--- config.mk ---
export PLATFORM = sky130hd
export DESIGN_NAME = video_timing_gen
export DESIGN_NICKNAME = d
export VERILOG_FILES = /design/src/rtl/video_timing_gen.sv
export SDC_FILE = /design/constraint.sdc
export NUM_CORES = 1
export LEC_CHECK = 0
export CAP_MARGIN = 0
export CORE_ASPECT_RATIO = 0.9
export CORE_MARGIN = 2
export CORE_UTILIZATION = 50
export CTS_CLUSTER_SIZE = 10
export DETAILED_ROUTE_END_ITERATION = 8
export HOLD_SLACK_MARGIN = 0.05
export PLACE_DENSITY = 0.76
export SYNTH_ARGS = -nofsm -noshare
export SYNTH_HDL_FRONTEND = slang
export SYNTH_SLANG_ARGS = --single-unit
export TNS_END_PERCENT = 50
--- constraint.sdc ---
create_clock -name I_clock -period 4.38 [get_ports I_clock]
set_clock_uncertainty 0.15 [all_clocks]
set_input_delay 1.095 -clock I_clock [delete_from_list [all_inputs] [get_ports I_clock]]
set_output_delay 1.095 -clock I_clock [all_outputs]
set_load 0.1 [all_outputs]
--- src/rtl/video_timing_gen.sv ---
// Raster timing generator: pixel strobe from a clock divider, h/v counters, registered active/sync decode,
// plus a 4-entry host register file with vblank NMI and raster-line IRQ; no backpressure, free-running.
module video_timing_gen #(
    parameter int P_div         = 4,
    parameter int P_active_h    = 256,
    parameter int P_front_h     = 9,
    parameter int P_sync_h      = 51,
    parameter int P_back_h      = 25,
    parameter int P_active_v    = 240,
    parameter int P_front_v     = 5,
    parameter int P_sync_v      = 1,
    parameter int P_back_v      = 16,
    parameter int P_vblank_line = P_active_v + 1,
    parameter int P_hsync_pol   = 0,
    parameter int P_vsync_pol   = 0,
    parameter int P_cnt_width   = 10
) (
    input  logic                   I_clock,
    input  logic                   I_reset,
    output logic                   O_pix_rise,
    output logic [P_cnt_width-1:0] O_hcount,
    output logic [P_cnt_width-1:0] O_vcount,
    output logic                   O_active,
    output logic                   O_hsync,
    output logic                   O_vsync,
    output logic                   O_frame_odd,
    input  logic [1:0]             I_host_addr,
    input  logic                   I_host_wren,
    input  logic                   I_host_rden,
    input  logic [7:0]             I_host_data,
    output logic [7:0]             O_host_data,
    output logic                   O_host_nmi,
    output logic                   O_raster_irq
);

    localparam int H_TOTAL = P_active_h + P_front_h + P_sync_h + P_back_h;
    localparam int V_TOTAL = P_active_v + P_front_v + P_sync_v + P_back_v;
    localparam int DIV_W   = (P_div > 2) ? $clog2(P_div) : 1;

    typedef logic [P_cnt_width-1:0] cnt_t;
    typedef logic [DIV_W-1:0]       divcnt_t;

    localparam divcnt_t DIV_LAST    = divcnt_t'(P_div - 1);
    localparam cnt_t    H_LAST      = cnt_t'(H_TOTAL - 1);
    localparam cnt_t    H_LAST_SKIP = cnt_t'(H_TOTAL - 2);
    localparam cnt_t    V_LAST      = cnt_t'(V_TOTAL - 1);
    localparam cnt_t    VBL_LINE    = cnt_t'(P_vblank_line);
    localparam int      HS_START    = P_active_h + P_front_h;
    localparam int      HS_END      = HS_START + P_sync_h;
    localparam int      VS_START    = P_active_v + P_front_v;
    localparam int      VS_END      = VS_START + P_sync_v;
    localparam logic    HS_ON       = (P_hsync_pol != 0);
    localparam logic    VS_ON       = (P_vsync_pol != 0);

    divcnt_t    div_q;
    cnt_t       hcnt_q, vcnt_q;
    cnt_t       hcnt_n, vcnt_n;
    cnt_t       h_wrap_at;
    logic       odd_q, odd_n;
    logic       strobe;

    logic [2:0] ctrl_q;
    logic [7:0] raster_lo_q;
    logic [1:0] raster_hi_q;
    logic       vblank_q;
    logic       hit_q;
    logic [7:0] rd_dat;

    logic       line_start;
    logic       vbl_set;
    logic       frame_clr;
    logic       hit_set;
    logic       stat_rd;
    logic       stat_wr;
    logic [9:0] raster_cmp;

    assign strobe      = (div_q == DIV_LAST);
    assign O_pix_rise  = strobe;
    assign O_hcount    = hcnt_q;
    assign O_vcount    = vcnt_q;
    assign O_frame_odd = odd_q;

    // The skipped pixel only exists on the last line of an odd frame.
    always_comb begin
        h_wrap_at = (ctrl_q[2] && odd_q && (vcnt_q == V_LAST)) ? H_LAST_SKIP : H_LAST;
        hcnt_n    = hcnt_q;
        vcnt_n    = vcnt_q;
        odd_n     = odd_q;
        if (strobe) begin
            if (hcnt_q == h_wrap_at) begin
                hcnt_n = '0;
                if (vcnt_q == V_LAST) begin
                    vcnt_n = '0;
                    odd_n  = ~odd_q;
                end else begin
                    vcnt_n = vcnt_q + cnt_t'(1);
                end
            end else begin
                hcnt_n = hcnt_q + cnt_t'(1);
            end
        end
    end

    always_ff @(posedge I_clock or posedge I_reset) begin
        if (I_reset) begin
            div_q  <= '0;
            hcnt_q <= '0;
            vcnt_q <= '0;
            odd_q  <= 1'b0;
        end else begin
            div_q  <= strobe ? divcnt_t'(0) : div_q + divcnt_t'(1);
            hcnt_q <= hcnt_n;
            vcnt_q <= vcnt_n;
            odd_q  <= odd_n;
        end
    end

    // Decode from the next counter values so the outputs line up with O_hcount/O_vcount.
    always_ff @(posedge I_clock or posedge I_reset) begin
        if (I_reset) begin
            O_active <= 1'b0;
            O_hsync  <= ~HS_ON;
            O_vsync  <= ~VS_ON;
        end else begin
            O_active <= (int'(hcnt_n) < P_active_h) && (int'(vcnt_n) < P_active_v);
            O_hsync  <= ((int'(hcnt_n) >= HS_START) && (int'(hcnt_n) < HS_END)) ? HS_ON : ~HS_ON;
            O_vsync  <= ((int'(vcnt_n) >= VS_START) && (int'(vcnt_n) < VS_END)) ? VS_ON : ~VS_ON;
        end
    end

    assign line_start = strobe && (hcnt_n == '0);
    assign raster_cmp = {raster_hi_q, raster_lo_q};
    assign vbl_set    = line_start && (vcnt_n == VBL_LINE);
    assign frame_clr  = line_start && (vcnt_n == V_LAST);
    assign hit_set    = line_start && (10'(vcnt_n) == raster_cmp);
    assign stat_rd    = I_host_rden && (I_host_addr == 2'd1);
    assign stat_wr    = I_host_wren && (I_host_addr == 2'd1);

    always_comb begin
        rd_dat = 8'h00;
        case (I_host_addr)
            2'd0: rd_dat = {5'b0, ctrl_q};
            2'd1: rd_dat = {vblank_q, hit_q, 6'b0};
            2'd2: rd_dat = raster_lo_q;
            2'd3: rd_dat = {6'b0, raster_hi_q};
            default: rd_dat = 8'h00;
        endcase
    end

    always_ff @(posedge I_clock or posedge I_reset) begin
        if (I_reset) begin
            ctrl_q      <= '0;
            raster_lo_q <= '0;
            raster_hi_q <= '0;
            O_host_data <= '0;
        end else begin
            if (I_host_wren) begin
                case (I_host_addr)
                    2'd0: ctrl_q      <= I_host_data[2:0];
                    2'd2: raster_lo_q <= I_host_data;
                    2'd3: raster_hi_q <= I_host_data[1:0];
                    default: ;
                endcase
            end
            if (I_host_rden) begin
                O_host_data <= rd_dat;
            end
        end
    end

    // Setting a flag always beats any clear landing in the same cycle.
    always_ff @(posedge I_clock or posedge I_reset) begin
        if (I_reset) begin
            vblank_q <= 1'b0;
            hit_q    <= 1'b0;
        end else begin
            if (vbl_set) begin
                vblank_q <= 1'b1;
            end else if (frame_clr || stat_rd) begin
                vblank_q <= 1'b0;
            end
            if (hit_set) begin
                hit_q <= 1'b1;
            end else if (frame_clr || (stat_wr && I_host_data[6])) begin
                hit_q <= 1'b0;
            end
        end
    end

    always_ff @(posedge I_clock or posedge I_reset) begin
        if (I_reset) begin
            O_host_nmi   <= 1'b0;
            O_raster_irq <= 1'b0;
        end else begin
            O_host_nmi   <= vblank_q & ctrl_q[0];
            O_raster_irq <= hit_q & ctrl_q[1];
        end
    end

endmodule

### Word level (Yosys, flattened, before mapping)

Index checks and enable logic that the tools add are counted.
Widths: inputs -> output; s select.

* shift-type cells: 0
* reduce and logical (&&, ||, !) cells: 22
* divide/modulo/power cells: 0
* multipliers: 0
* equal/unequal tests: 9
* add/sub/neg operators: 3
* order comparisons: 6
* bitwise operators: 3
* multiplexer cells: 14

Operators with widths (number)
* $mux 10: 5
* $pmux 8 s4: 1
* $add 10x1->10 const B: 2
* $eq 10x9->1 const B: 2
* $lt 10x8->1 const B: 2
* $lt 10x9->1 const B: 2
* $logic_and 1x1->1: 12
* $eq 10x10->1: 1
* $eq 10x8->1 const B: 1
* $eq 10x9->1: 1
* $ge 10x8->1 const B: 1
* $ge 10x9->1 const B: 1
* $logic_not 10->1: 1
* $eq 2x2->1 const B: 3
* $mux 1: 6
* $reduce_and 2->1: 3
* $reduce_bool 2->1: 2
* $mux 3: 1
* $reduce_and 3->1: 1
* $add 2x1->2 const B: 1
* $and 1x1->1: 2
* $eq 2x1->1 const B: 1
* $logic_not 2->1: 1
* $logic_or 1x1->1: 2
* 2 further kinds: 2

* RAM bits: 0
* ROM bits: 0
* bits in latches: 0
* memories kept: 0
* output and inout bits: 35
* register bits: 51

### Longest topological paths before layout

* word-level depth: 12
* depth in mapped cells: 11
* depth with buffers taken out: 10

### Worst setup path before layout

No wires, ideal clock.

* path type: reg-to-reg
* start: register vcnt_q[0], in the netlist O_vcount[0]
* end: register hit_q
* buffers on the path: 1
* setup slack: 1.029 ns
* cell stages (with the launch flop): 11
* required time: 4.104 ns
* arrival time: 3.075 ns
* period minus slack after synthesis: 3.351 ns
* path through: dfrtp_1 > ha_1 > nand2_1 > or4_4 > a22oi_4 > buf_6 > o211ai_2 > a211oi_2 > nand2_1 > o21ai_1 > o31ai_1

* word-level cells in the longest chain between the ends: 11

Ends and longest elaborated chain
* start: declaration: RTL line 56 `cnt_t hcnt_q, vcnt_q;`
* start signal: assignment: RTL line 113 `vcnt_q <= vcnt_n;`
* branches (longest 11 deep; another with $add 10x1->10)
* end signal: assignment: RTL line 175 `hit_q <= 1'b0;`
* end signal: assignment: RTL line 183 `hit_q <= 1'b1;`
* end signal: assignment: RTL line 185 `hit_q <= 1'b0;`
* end: declaration: RTL line 66 `logic hit_q;`

Parallel ways; which one is timed is not known.
A chain may end at the register's enable or synchronous reset.

### Final worst setup path

* start: register hcnt_q[2], in the netlist O_hcount[2]
* end: output O_hcount[2]

RTL lines
* start: declaration: RTL line 56
* start signal: assignment: RTL line 112 `hcnt_q <= hcnt_n;`
* end: declaration: RTL line 21 `output logic [P_cnt_width-1:0] O_hcount,`

No word-level cell between the ends.

==> reports/qor.yml <==
synthesis:
  yosys-top-cells-count: "dfrtp_1 (49), nand2_1 (21), nor2_1 (21)"
  ys.flop_type: "dfrtp_1"
  synth-edff-count: 0
  syn-num-nets: 310
  yosysTopAreaCellShare_pct: 42.4
  synth.avg_cell_area_sq_um: 9.89
  yosys_warnings: 0
  ys_seq_area_share_pct: 44.3
  synth_cells: 292
  async_flop_share_pct: 100
  yosysTopAreaCell: "dfrtp_1"
  synth_area_leaders: "dfrtp_1 (42%), mux2_2 (5.5%), xnor2_1 (3.6%), nand3_1 (2.9%), nand2_1 (2.7%)"
  yosysUniqueCellTypes: 58
  synth_most_common_cell: "dfrtp_1"
  netlist_area_sq_um: 2890
  ys_seq_elements: 51
hold_path:
  min_from: "div_q[0]$_DFF_PP0_"
  min_path_type: "reg2reg"
status:
  status: "finished clean"
worst_setup_path:
  critPathMaxStageDelay_ps: 1220
  critPathLaunch: "O_hcount[2]$_DFF_PP0_"
  reg2reg_from: "div_q[0]$_DFF_PP0_"
  end_kind: "output port"
  cp-start-kind: "flip-flop"
  critPathKind: "reg2out"
  cp.arrival_ps: 2150
  path_buf_inv: 1
  cp.required_ps: 3130
  crit_path_cell_trace: "clkdlybuf4s50_1"
  crit_family: "buffers and inverters"
  crit_slowest_cell: "clkdlybuf4s50_1"
  rrSetupSlack_ps: 1200
  cp_max_fo: 15
cts:
  cts_tree: "yes"
  clkSlewWorstSetupHoldPaths_ps: 90
  clock_path_buffers: 2
  clock_latency_ps: 310
  clkSinkCount: 51
  htree_levels: 2
  cts_hold_buf: 0
  postCtsSetupBuffers: 0
  cts.repair.resized: 0
  cts_buffers: 5
  cts-root-buf: "clkbuf_8"
layout:
  nFillCells: 480
  final_area_sq_um: 3530
  multi_input_area_sq_um: 1510
  drive_above_1_share_pct: 12.4
  nets: 355
  synthToLayoutAreaGrowth_pct: 22.3
  num_antenna_cells: 0
  seqCellArea_sq_um: 1280
drt:
  drt_iter0_drc: 125
  vias: 2339
  wl_per_cell_microns: 16.3
  ant_nets: 0
  routed_wl_microns: 6650
  drc: 0
  dr.pass1.iters: 4
  vias_per_cell: 5.73
timing:
  period_share_pct: 77.4
  final_hold_viol_count: 0
  setup_tns_ps: 0
  relSlewSlack_pct: 29.9
  fmax_mhz: 295
  setup_viol: 0
  grt_setup_unrepaired: "false"
  worstMarginPinSlew_ps: 1050
  finalCriticalPeriod_ps: 3390
  report.final.slew_viol_count: 0
  holdWs_ps: 284
placed_design:
  placed_cell_area_sq_um: 3410
  dp_hpwl_microns: 4940
  io_buffers: 48
  gp_congestion: 0.889
grt:
  grt_overflow: 0
  grt_pass1_vias: 2308
  grt_usage_pct: 22.3
  grt_max_degree: 52
  antenna_found_initial: 0
  grt_pass1_wl_microns: 11400
run:
  drv_cap: 0
floorplan:
  start_util_pct: 51.3
  fp.dieH_microns: 76.1
  die_x_microns: 84.1
  ios: 49
  coreArea_sq_um: 5630
  rows: 26
  dieArea_sq_um: 6400
power_and_ir_drop:
  p_leak_nw: 1.43
  power.density_nw_per_um2: 301
  ir_drop_uv: 227
==> flip-flops by register name (all words and copies together), names as in the netlist <==
name	count
O_active	1
O_frame_odd	1
O_hcount	10
O_host_data	8
O_host_nmi	1
O_hsync	1
O_raster_irq	1
O_vcount	10
O_vsync	1
ctrl_q	3
div_q	2
hit_q	1
raster_hi_q	2
raster_lo_q	8
vblank_q	1
==> routing by layer <==
metal / vias up / wire [microns] / track usage [%] / share of wire [%]
li1: 1146 / - / - / -
met1: 1102 / 3200 / 34.0 / 48
met2: 78 / 2890 / 31.5 / 43
met3: 13 / 451 / 4.98 / 6.8
met4: 0 / 106 / 6.94 / 1.6
met5: - / 0 / 0 / 0
==> cell families after synthesis <==
logic type | after synthesis | synth area share, %
simple gates | 116 | 22.5
compound gates | 56 | 13.9
flops | 51 | 44.3
buf+inv | 25 | 3.55
xor+xnor | 21 | 6.89
mux | 19 | 7.19
fa+ha+maj | 4 | 1.73
==> cell usage in the layout (no fill, tap or decap), drive strengths merged, types with 6 or more instances in the layout <==
master	count
nand4	11
inv	15
nor3	7
xor2	7
clkbuf	6
nand2	21
dfrtp	49
and2	8
nand2b	6
nor2	21
nand3	17
o21ai	14
a21oi	11
mux2	14
a31oi	6
clkdlybuf4s50	47
xnor2	14
==> worst paths after layout <==
path                                         endpoint  depth (start not counted)
min in group asynchronous  raster_lo_q[0]$_DFFE_PP0P_                          2
max reg2reg                      vblank_q$_DFFE_PP0P_                          9
min                                div_q[0]$_DFF_PP0_                          1
max in group asynchronous          O_active$_DFF_PP0_                          2
min reg2reg                        div_q[0]$_DFF_PP0_                          1
max                                       O_hcount[2]                          1
==> power by group <==
group | internal, W | leakage (nW) | switching, W
sequential | 0.000503 | 0.648 | 0.0000301
combinational | 0.0000676 | 0.721 | 0.000112
clock | 0.000188 | 0.0618 | 0.000163
==> stage by stage <==
step | power (W) | setup WS, ps | instances | util (%)
finish | 0.00106 | 988 | 408 | 62.8
global route | 0.00111 | 880 | 408 | 62.8
detailed placement | 0.000723 | 1150 | 400 | 60.6
global placement | 0.000720 | 1210 | 400 | 60.6
CTS | 0.00107 | 987 | 408 | 62.8
floorplan | 0.000671 | 1030 | 292 | -
==> layout make-up <==
type                    count  area share [%]
clock buffers               6            2.34
multi-input cells         216            42.7
well taps                  70            2.48
repair buffers             49            13.7
clock inverters             2            1.10
inverters                  14            1.49
flip-flops and latches     51            36.2
Power figures use the tool's default switching activity.
